$ cat src/rtl/approx_log_divider_pipe.sv
// Mitchell log-domain approximate signed 8-bit divider, Q8.8 quotient.
// Three registered stages (log/LOD, log subtract, antilog) with a global stall.
module approx_log_divider_pipe #(
    parameter int TRUNC_W = 4
) (
    input  logic               clk,
    input  logic               rst,
    input  logic               in_valid,
    output logic               in_ready,
    input  logic signed [7:0]  A,
    input  logic signed [7:0]  B,
    output logic               out_valid,
    input  logic               out_ready,
    output logic [15:0]        quotient,
    output logic               dbz,
    output logic               sat
);

    localparam int F  = TRUNC_W - 1;   // fraction bits kept in the log word
    localparam int LW = F + 3;         // {k, x_t}
    localparam int DW = F + 4;         // signed log difference

    // Log word {k, x_t}: leading-one index plus truncated mantissa fraction.
    function automatic logic [LW-1:0] f_log(input logic [7:0] m);
        logic [2:0] k;
        k = 3'd0;
        for (int i = 0; i < 8; i++)
            if (m[i]) k = 3'(i);
        return {k, F'(8'(m << (3'd7 - k)) >> (7 - F))};
    endfunction

    logic w_en;
    assign w_en     = !out_valid || out_ready;
    assign in_ready = w_en;

    // ---------------- stage 1: sign, magnitude, LOD ----------------
    logic [7:0] w_abs_a, w_abs_b;
    assign w_abs_a = A[7] ? (~A + 8'd1) : A;
    assign w_abs_b = B[7] ? (~B + 8'd1) : B;

    logic          r1_vld, r1_sign, r1_za, r1_zb, r1_aneg;
    logic [LW-1:0] r1_la, r1_lb;

    always_ff @(posedge clk) begin
        if (rst) begin
            r1_vld  <= 1'b0;
            r1_sign <= 1'b0;
            r1_za   <= 1'b0;
            r1_zb   <= 1'b0;
            r1_aneg <= 1'b0;
            r1_la   <= '0;
            r1_lb   <= '0;
        end else if (w_en) begin
            r1_vld  <= in_valid;
            r1_sign <= A[7] ^ B[7];
            r1_za   <= (A == 8'sd0);
            r1_zb   <= (B == 8'sd0);
            r1_aneg <= A[7];
            r1_la   <= f_log(w_abs_a);
            r1_lb   <= f_log(w_abs_b);
        end
    end

    // ---------------- stage 2: log difference ----------------
    logic signed [DW-1:0] w_d;
    assign w_d = $signed({1'b0, r1_la}) - $signed({1'b0, r1_lb});

    logic                 r2_vld, r2_sign, r2_za, r2_zb, r2_aneg;
    logic signed [DW-1:0] r2_d;

    always_ff @(posedge clk) begin
        if (rst) begin
            r2_vld  <= 1'b0;
            r2_sign <= 1'b0;
            r2_za   <= 1'b0;
            r2_zb   <= 1'b0;
            r2_aneg <= 1'b0;
            r2_d    <= '0;
        end else if (w_en) begin
            r2_vld  <= r1_vld;
            r2_sign <= r1_sign;
            r2_za   <= r1_za;
            r2_zb   <= r1_zb;
            r2_aneg <= r1_aneg;
            r2_d    <= w_d;
        end
    end

    // ---------------- stage 3: antilog, saturation, specials ----------------
    // Upper 4 bits of d are floor(d) in two's complement; low F bits are frac(d).
    logic signed [4:0] w_shamt;
    logic [3:0]        w_lsh, w_rsh;
    logic [23:0]       w_man, w_mag;
    logic [15:0]       w_q;
    logic              w_dbz, w_sat;

    assign w_shamt = 5'({r2_d[DW-1], r2_d[DW-1:F]} + 5'd8 - 5'(F));
    assign w_lsh   = w_shamt[3:0];
    assign w_rsh   = 4'(-w_shamt);
    assign w_man   = 24'({1'b1, r2_d[F-1:0]});
    assign w_mag   = w_shamt[4] ? (w_man >> w_rsh) : (w_man << w_lsh);

    always_comb begin
        w_q   = '0;
        w_dbz = 1'b0;
        w_sat = 1'b0;
        if (r2_zb) begin
            w_dbz = 1'b1;
            w_q   = r2_aneg ? 16'h8000 : 16'h7FFF;
        end else if (r2_za) begin
            w_q   = '0;
        end else if (!r2_sign && w_mag > 24'd32767) begin
            w_q   = 16'h7FFF;
            w_sat = 1'b1;
        end else if (r2_sign && w_mag > 24'd32768) begin
            w_q   = 16'h8000;
            w_sat = 1'b1;
        end else begin
            w_q   = r2_sign ? (~w_mag[15:0] + 16'd1) : w_mag[15:0];
        end
    end

    logic        r3_vld, r3_dbz, r3_sat;
    logic [15:0] r3_q;

    always_ff @(posedge clk) begin
        if (rst) begin
            r3_vld <= 1'b0;
            r3_q   <= '0;
            r3_dbz <= 1'b0;
            r3_sat <= 1'b0;
        end else if (w_en) begin
            r3_vld <= r2_vld;
            r3_q   <= r2_vld ? w_q : 16'h0000;
            r3_dbz <= r2_vld & w_dbz;
            r3_sat <= r2_vld & w_sat;
        end
    end

    assign out_valid = r3_vld;
    assign quotient  = r3_q;
    assign dbz       = r3_dbz;
    assign sat       = r3_sat;

endmodule

$ cat config.mk
export PLATFORM = sky130hd
export DESIGN_NAME = approx_log_divider_pipe
export DESIGN_NICKNAME = d
export VERILOG_FILES = /design/src/rtl/approx_log_divider_pipe.sv
export SDC_FILE = /design/constraint.sdc
export NUM_CORES = 1
export LEC_CHECK = 0
export CORE_MARGIN = 1.5
export CORE_UTILIZATION = 40
export DETAILED_ROUTE_END_ITERATION = 16
export GPL_TIMING_DRIVEN = 0
export PLACE_DENSITY = 0.68
export SLEW_MARGIN = 25
export SYNTH_ARGS = -nofsm -noshare
export SYNTH_HDL_FRONTEND = slang
export SYNTH_SLANG_ARGS = --single-unit
$ cat constraint.sdc
create_clock -name clk -period 2.85 [get_ports clk]
set_clock_uncertainty 0.05 [all_clocks]
set_input_delay 0.57 -clock clk [delete_from_list [all_inputs] [get_ports clk]]
set_output_delay 0.57 -clock clk [all_outputs]
set_load 0.01 [all_outputs]
Word level (Yosys, flattened, before mapping):

Cells that the tools add are included.

* logic and storage cells: 78
* memories: 0
* bits in writable memories: 0
* bits in read-only memories: 0
* flip-flop bits (word level): 48
* bits in latches: 0

* bitwise gates (word level): 6
* shift operators: 4
* $lt $le $gt $ge: 2
* $mul: 0
* mux-type cells: 33
* reduce and logical (&&, ||, !) cells: 7
* divide/modulo/power cells: 0
* equal/unequal tests: 0
* add/sub/neg operators: 9

Operators with widths (count)
* $mux 16: 7
* $mux 3: 16
* $gt 24x15->1 const B: 1
* $gt 24x16->1 const B: 1
* $mux 24: 1
* $shl 4x4->24: 1
* $shr 4x4->24: 1
* $add 16x1->16 const B: 1
* $add 8x1->8 const B: 2
* $logic_not 8->1: 2
* $mux 8: 2
* $not 16->16: 1
* $not 8->8: 2
* $shl 8x3->7: 2
* $mux 1: 7
* $sub 6x6->7: 1
* $sub 3x3->3 const A: 2
* $add 5x4->5 const B: 1
* $sub 5x2->5 const B: 1
* $neg 4->4: 1
* $and 1x1->1: 2
* $logic_and 1x1->1: 2
* $logic_not 1->1: 2
* $logic_or 1x1->1: 1
* $xor 1x1->1: 1

Longest topological paths before layout:

* word-level depth: 14
* gate-level depth with buffers: 13
* mapped depth without buffers: 10

Worst setup path before layout:

No wires, ideal clock.

* path type: register -> register
* start point: register r2_d[3]
* end point: register r3_q[15] (netlist: quotient[15])
* cell stages (with the launch flop): 13
* data arrival time: 2759 ps
* path slack: -79 ps
* data required time: 2680 ps
* period minus slack after synthesis: 2929 ps
* cell sequence: dfxtp_1 > buf_2 > buf_4 > inv_1 > ha_1 > mux2_2 > o21ai_2 > a2bb2oi_2 > a211oi_4 > nand4_2 > o21ai_1 > a31oi_1 > o31a_1

* cells in the longest elaborated chain, start to end: 13

Ends and longest elaborated chain
* start, declared: line 69 `logic signed [DW-1:0] r2_d;`
* start signal, assigned: line 85 `r2_d <= w_d;`
* $add 5x4->5 (*): line 97 `assign w_shamt = 5'({r2_d[DW-1], r2_d[DW-1:F]} + 5'd8 - 5'(F));`
* $sub 5x2->5 (*): line 97
* $neg 4->4: line 99 `assign w_rsh = 4'(-w_shamt);`
* $shr 4x4->24: line 101 `assign w_mag = w_shamt[4] ? (w_man >> w_rsh) : (w_man << w_lsh);`
* $mux 24 (*): line 101
* $not 16->16: line 119 `w_q = r2_sign ? (~w_mag[15:0] + 16'd1) : w_mag[15:0];`
* $add 16x1->16: line 119
* $mux 16: line 119
* $mux 16: line 115 `end else if (r2_sign && w_mag > 24'd32768) begin`
* $mux 16 (*): line 112 `end else if (!r2_sign && w_mag > 24'd32767) begin`
* $mux 16 (*): line 110 `end else if (r2_za) begin`
* $mux 16 (*): line 107 `if (r2_zb) begin`
* $mux 16 (*): line 134 `r3_q <= r2_vld ? w_q : 16'h0000;`
* end signal, assigned: line 134
* end, declared: line 124 `logic [15:0] r3_q;`

Every way passes the cells marked *; elsewhere a longest branch is shown, timed or not.
A chain may end at the register's enable or synchronous reset.

Worst setup path after layout:

* start point: register r2_d[3]
* end point: register r3_q[7] (netlist: quotient[7])

Same word-level chain as after synthesis.

==> flow_results.xml <==
<?xml version="1.0" encoding="UTF-8"?>
<metrics>
  <group name="cells_and_area">
    <metric name="num_antenna_cells" unit="">0</metric>
    <metric name="final_cell_area" unit="um^2">4976</metric>
    <metric name="layout-drive-gt1-share" unit="">0.2195</metric>
    <metric name="signed_area_change_from_the_synthesized_netlist_to_the_final_layout" unit="%">31.34</metric>
    <metric name="mostFrequentLayoutCells" unit="">sky130_fd_sc_hd__nand2_1 (53), sky130_fd_sc_hd__nor2_1 (47), sky130_fd_sc_hd__dfxtp_1 (46)</metric>
    <metric name="nets" unit="">606</metric>
    <metric name="most_common_library_cell_in_the_layout_ignoring_fill_and_taps" unit="">sky130_fd_sc_hd__nand2_1</metric>
  </group>
  <group name="grt">
    <metric name="initial_antenna_violation_count" unit="">0</metric>
    <metric name="grt_remaining_overflow" unit="">0</metric>
    <metric name="grt.total_usage" unit="">0.2223</metric>
    <metric name="grt_start_max_net_pins" unit="">19</metric>
    <metric name="wire_length_of_the_first_global_routing_pass" unit="um">17960</metric>
    <metric name="vias_in_the_first_global_route" unit="">3842</metric>
  </group>
  <group name="logic_synthesis">
    <metric name="synth_seq_area_share" unit="">0.2536</metric>
    <metric name="postSynth.asyncResetShare" unit="">0</metric>
    <metric name="top_post_synthesis_cells_by_area" unit="">sky130_fd_sc_hd__dfxtp_1 (25%), sky130_fd_sc_hd__a21oi_1 (6.1%), sky130_fd_sc_hd__nand2_1 (5.3%)</metric>
    <metric name="synth.cell_area" unit="um^2">3789</metric>
    <metric name="dominantRegCellSynth" unit="">sky130_fd_sc_hd__dfxtp_1</metric>
    <metric name="yosysTopAreaCell" unit="">sky130_fd_sc_hd__dfxtp_1</metric>
    <metric name="synth_enable_flop_cells" unit="">0</metric>
    <metric name="synthDistinctLibCells" unit="">89</metric>
    <metric name="yosysTopAreaCellShare" unit="">0.2536</metric>
    <metric name="synthesis.area_per_instance" unit="um^2">7.669</metric>
    <metric name="synth-warning-count" unit="">0</metric>
    <metric name="netlist_instances" unit="">494</metric>
    <metric name="ys_seq_elements" unit="">48</metric>
    <metric name="synth_nets" unit="">527</metric>
  </group>
  <group name="floorplan">
    <metric name="fp.dieArea" unit="um^2">10060</metric>
    <metric name="die_h" unit="um">100.3</metric>
    <metric name="fp.coreArea" unit="um^2">9196</metric>
    <metric name="chipWidth" unit="um">100.3</metric>
    <metric name="boundaryPins" unit="">40</metric>
    <metric name="initial_core_util" unit="">0.4120</metric>
    <metric name="std_cell_rows" unit="">35</metric>
  </group>
  <group name="sta">
    <metric name="postLayoutSetupSlackWorst" unit="ns">0.09108</metric>
    <metric name="period_needed" unit="ns">2.759</metric>
    <metric name="finalSetupViolations" unit="">0</metric>
    <metric name="fmax" unit="MHz">362.5</metric>
    <metric name="timing.slew.headroom" unit="">0.4716</metric>
    <metric name="final.period_utilization" unit="">0.9680</metric>
    <metric name="final_max_slew_viol_count" unit="">0</metric>
    <metric name="hold_viol_final" unit="">0</metric>
    <metric name="worst_slew_pin_tran" unit="ns">0.7896</metric>
    <metric name="worst_hold_slack_across_all_endpoints" unit="ns">0.4088</metric>
    <metric name="setup_repair_after_global_routing_missed_its_margin" unit="">true</metric>
  </group>
  <group name="pwr">
    <metric name="power_per_cell_area" unit="nW/um^2">657.3</metric>
    <metric name="ir_drop" unit="mV">0.2942</metric>
    <metric name="total_leakage_power" unit="uW">0.001885</metric>
  </group>
  <group name="routing">
    <metric name="initialDrtViolationCount" unit="">231</metric>
    <metric name="ant_nets" unit="">0</metric>
    <metric name="drc_markers" unit="">0</metric>
    <metric name="avgRoutedWirePerCell" unit="um">16.76</metric>
    <metric name="drt_pre_antenna_iters" unit="">6</metric>
    <metric name="detail_route.vias_per_cell" unit="">5.942</metric>
    <metric name="final_wl" unit="um">11480</metric>
    <metric name="route.vias.total" unit="">4070</metric>
  </group>
  <group name="clock_network">
    <metric name="clk_transition_reported_paths" unit="ns">0.09</metric>
    <metric name="numCtsBuffers" unit="">5</metric>
    <metric name="cts_num_sinks" unit="">48</metric>
    <metric name="ctsHtreeMaxLevel" unit="">2</metric>
    <metric name="clk_latency" unit="ns">0.30</metric>
    <metric name="max-clock-path-buffers" unit="">2</metric>
    <metric name="cts-root-buf" unit="">sky130_fd_sc_hd__clkbuf_8</metric>
    <metric name="tritoncts" unit="">yes</metric>
  </group>
  <group name="placement">
    <metric name="dpl_cell_area" unit="um^2">4319</metric>
    <metric name="post-place-ws" unit="ns">-0.6440</metric>
    <metric name="port_buffers" unit="">38</metric>
    <metric name="post_dp_hpwl" unit="um">8099</metric>
    <metric name="gp_congestion" unit="">0.9726</metric>
  </group>
  <group name="hold_path">
    <metric name="worstHoldPathType" unit="">flip-flop to flip-flop</metric>
    <metric name="min_path_cells" unit="">2</metric>
  </group>
  <group name="status">
    <metric name="run_status" unit="">finished clean</metric>
  </group>
  <group name="worst_setup_path">
    <metric name="cp-start-kind" unit="">flip-flop</metric>
    <metric name="path_max_fanout" unit="">10</metric>
    <metric name="critPathCaptureType" unit="">flip-flop</metric>
    <metric name="timing.critical_path.required" unit="ns">3.00</metric>
    <metric name="timing.setup.critical_path_class" unit="">flip-flop to flip-flop</metric>
    <metric name="timing.reg2reg.worst_path_depth" unit="">11</metric>
    <metric name="timing.critical_path.arrival" unit="ns">2.91</metric>
  </group>
  <group name="flow_run">
    <metric name="max_cap_violations" unit="">0</metric>
  </group>
</metrics>
-- worst max-delay path: stages, from the launching register on --
cell and delay, ns:
sky130_fd_sc_hd__dfxtp_2 0.33, sky130_fd_sc_hd__buf_4 0.12, sky130_fd_sc_hd__ha_2 0.23, sky130_fd_sc_hd__xnor2_1 0.30, sky130_fd_sc_hd__clkbuf_4 0.30, sky130_fd_sc_hd__nor2_1 0.06
sky130_fd_sc_hd__a21o_1 0.19, sky130_fd_sc_hd__a31o_1 0.22, sky130_fd_sc_hd__a211o_1 0.35, sky130_fd_sc_hd__nand2_2 0.13, sky130_fd_sc_hd__nor2_2 0.06, sky130_fd_sc_hd__a221o_1 0.30
-- area by class of cell --
class                   count  area (um^2)
well taps                 111        138.9
repair buffers             72        639.4
flip-flops and latches     48        963.4
clock inverters             1        7.507
clock buffers               7        86.33
multi-input cells         398         2907
plain buffers              27        151.4
inverters                  21        82.58
fillers                   873         4220
-- registers in the layout, indices dropped and copies added (netlist names), 6 cells and up --
signal and count:
r1_lb 6, r2_d 7, quotient 16, r1_la 6
-- path summary, 6_finish.rpt --
path / end / slack (ns) / startpoint
worst min-delay path: r1_vld / 0.41 / r1_vld
worst max register to register: quotient[7] / 0.09 / r2_d[3]
worst min register to register: r1_vld / 0.41 / r1_vld
worst max-delay path: quotient[7] / 0.09 / r2_d[3]
-- Yosys cell counts (all sizes together), types with 3 or more instances --
cell,count
o21ai,34
xor2,13
nand2,55
inv,21
dfxtp,48
a22oi,5
a21boi,3
clkbuf,13
nand4,4
a311oi,3
a211oi,10
o211ai,3
nand2b,10
a31oi,4
nor2b,7
xnor2,22
or3,4
a2111oi,3
buf,15
o22ai,10
a21o,6
a221o,3
a32oi,5
nor3b,3
nor2,52
ha,12
nor3,14
nand3,11
nor4,5
and3,3
o31ai,5
a21oi,47
mux2i,5
and2,3
-- power breakdown --
part | internal [uW] | switching (uW)
clock | 198 | 243
combinational | 882 | 1160
sequential | 737 | 46.5
-- metrics by stage --
step,TNS (ns),total power [uW],util,cells
2_1_floorplan,-0.05145,1969,-,494
3_3_place_gp,-9.294,2305,0.4697,643
3_5_place_dp,-10.87,2330,0.4697,643
4_1_cts,-0.003333,3004,0.5103,669
5_1_grt,-0.2929,3448,0.5411,685
6_report,0,3271,0.5411,685
-- kinds of logic after synthesis --
kind of cell,after synthesis,share of synthesized area
buffers and inverters,49,0.05350
XOR/XNOR,35,0.09479
adder cells (fa/ha/maj),13,0.04491
AND/OR/NAND/NOR,179,0.2335
AO/OA/AOI/OAI,164,0.3035
flip-flops,48,0.2536
multiplexers,6,0.01618
-- routing by layer --
metal / routed length, um / vias up / part of all wire / track usage
met5: 0 / - / 0 / 0
met4: 334 / 0 / 0.029 / 0.09426
met3: 643 / 33 / 0.056 / 0.03273
met2: 5834 / 155 / 0.51 / 0.3977
met1: 4671 / 1930 / 0.41 / 0.2646
li1: - / 1952 / - / -
-- repair_timing --
item	in CTS	in global routing
gates cloned	0	1
buffers inserted	19	15
resized for setup	33	44
hold buffers	0	0
pin swaps	22	23
endpoints found under the setup margin	24	23
Power figures use the tool's default switching activity.
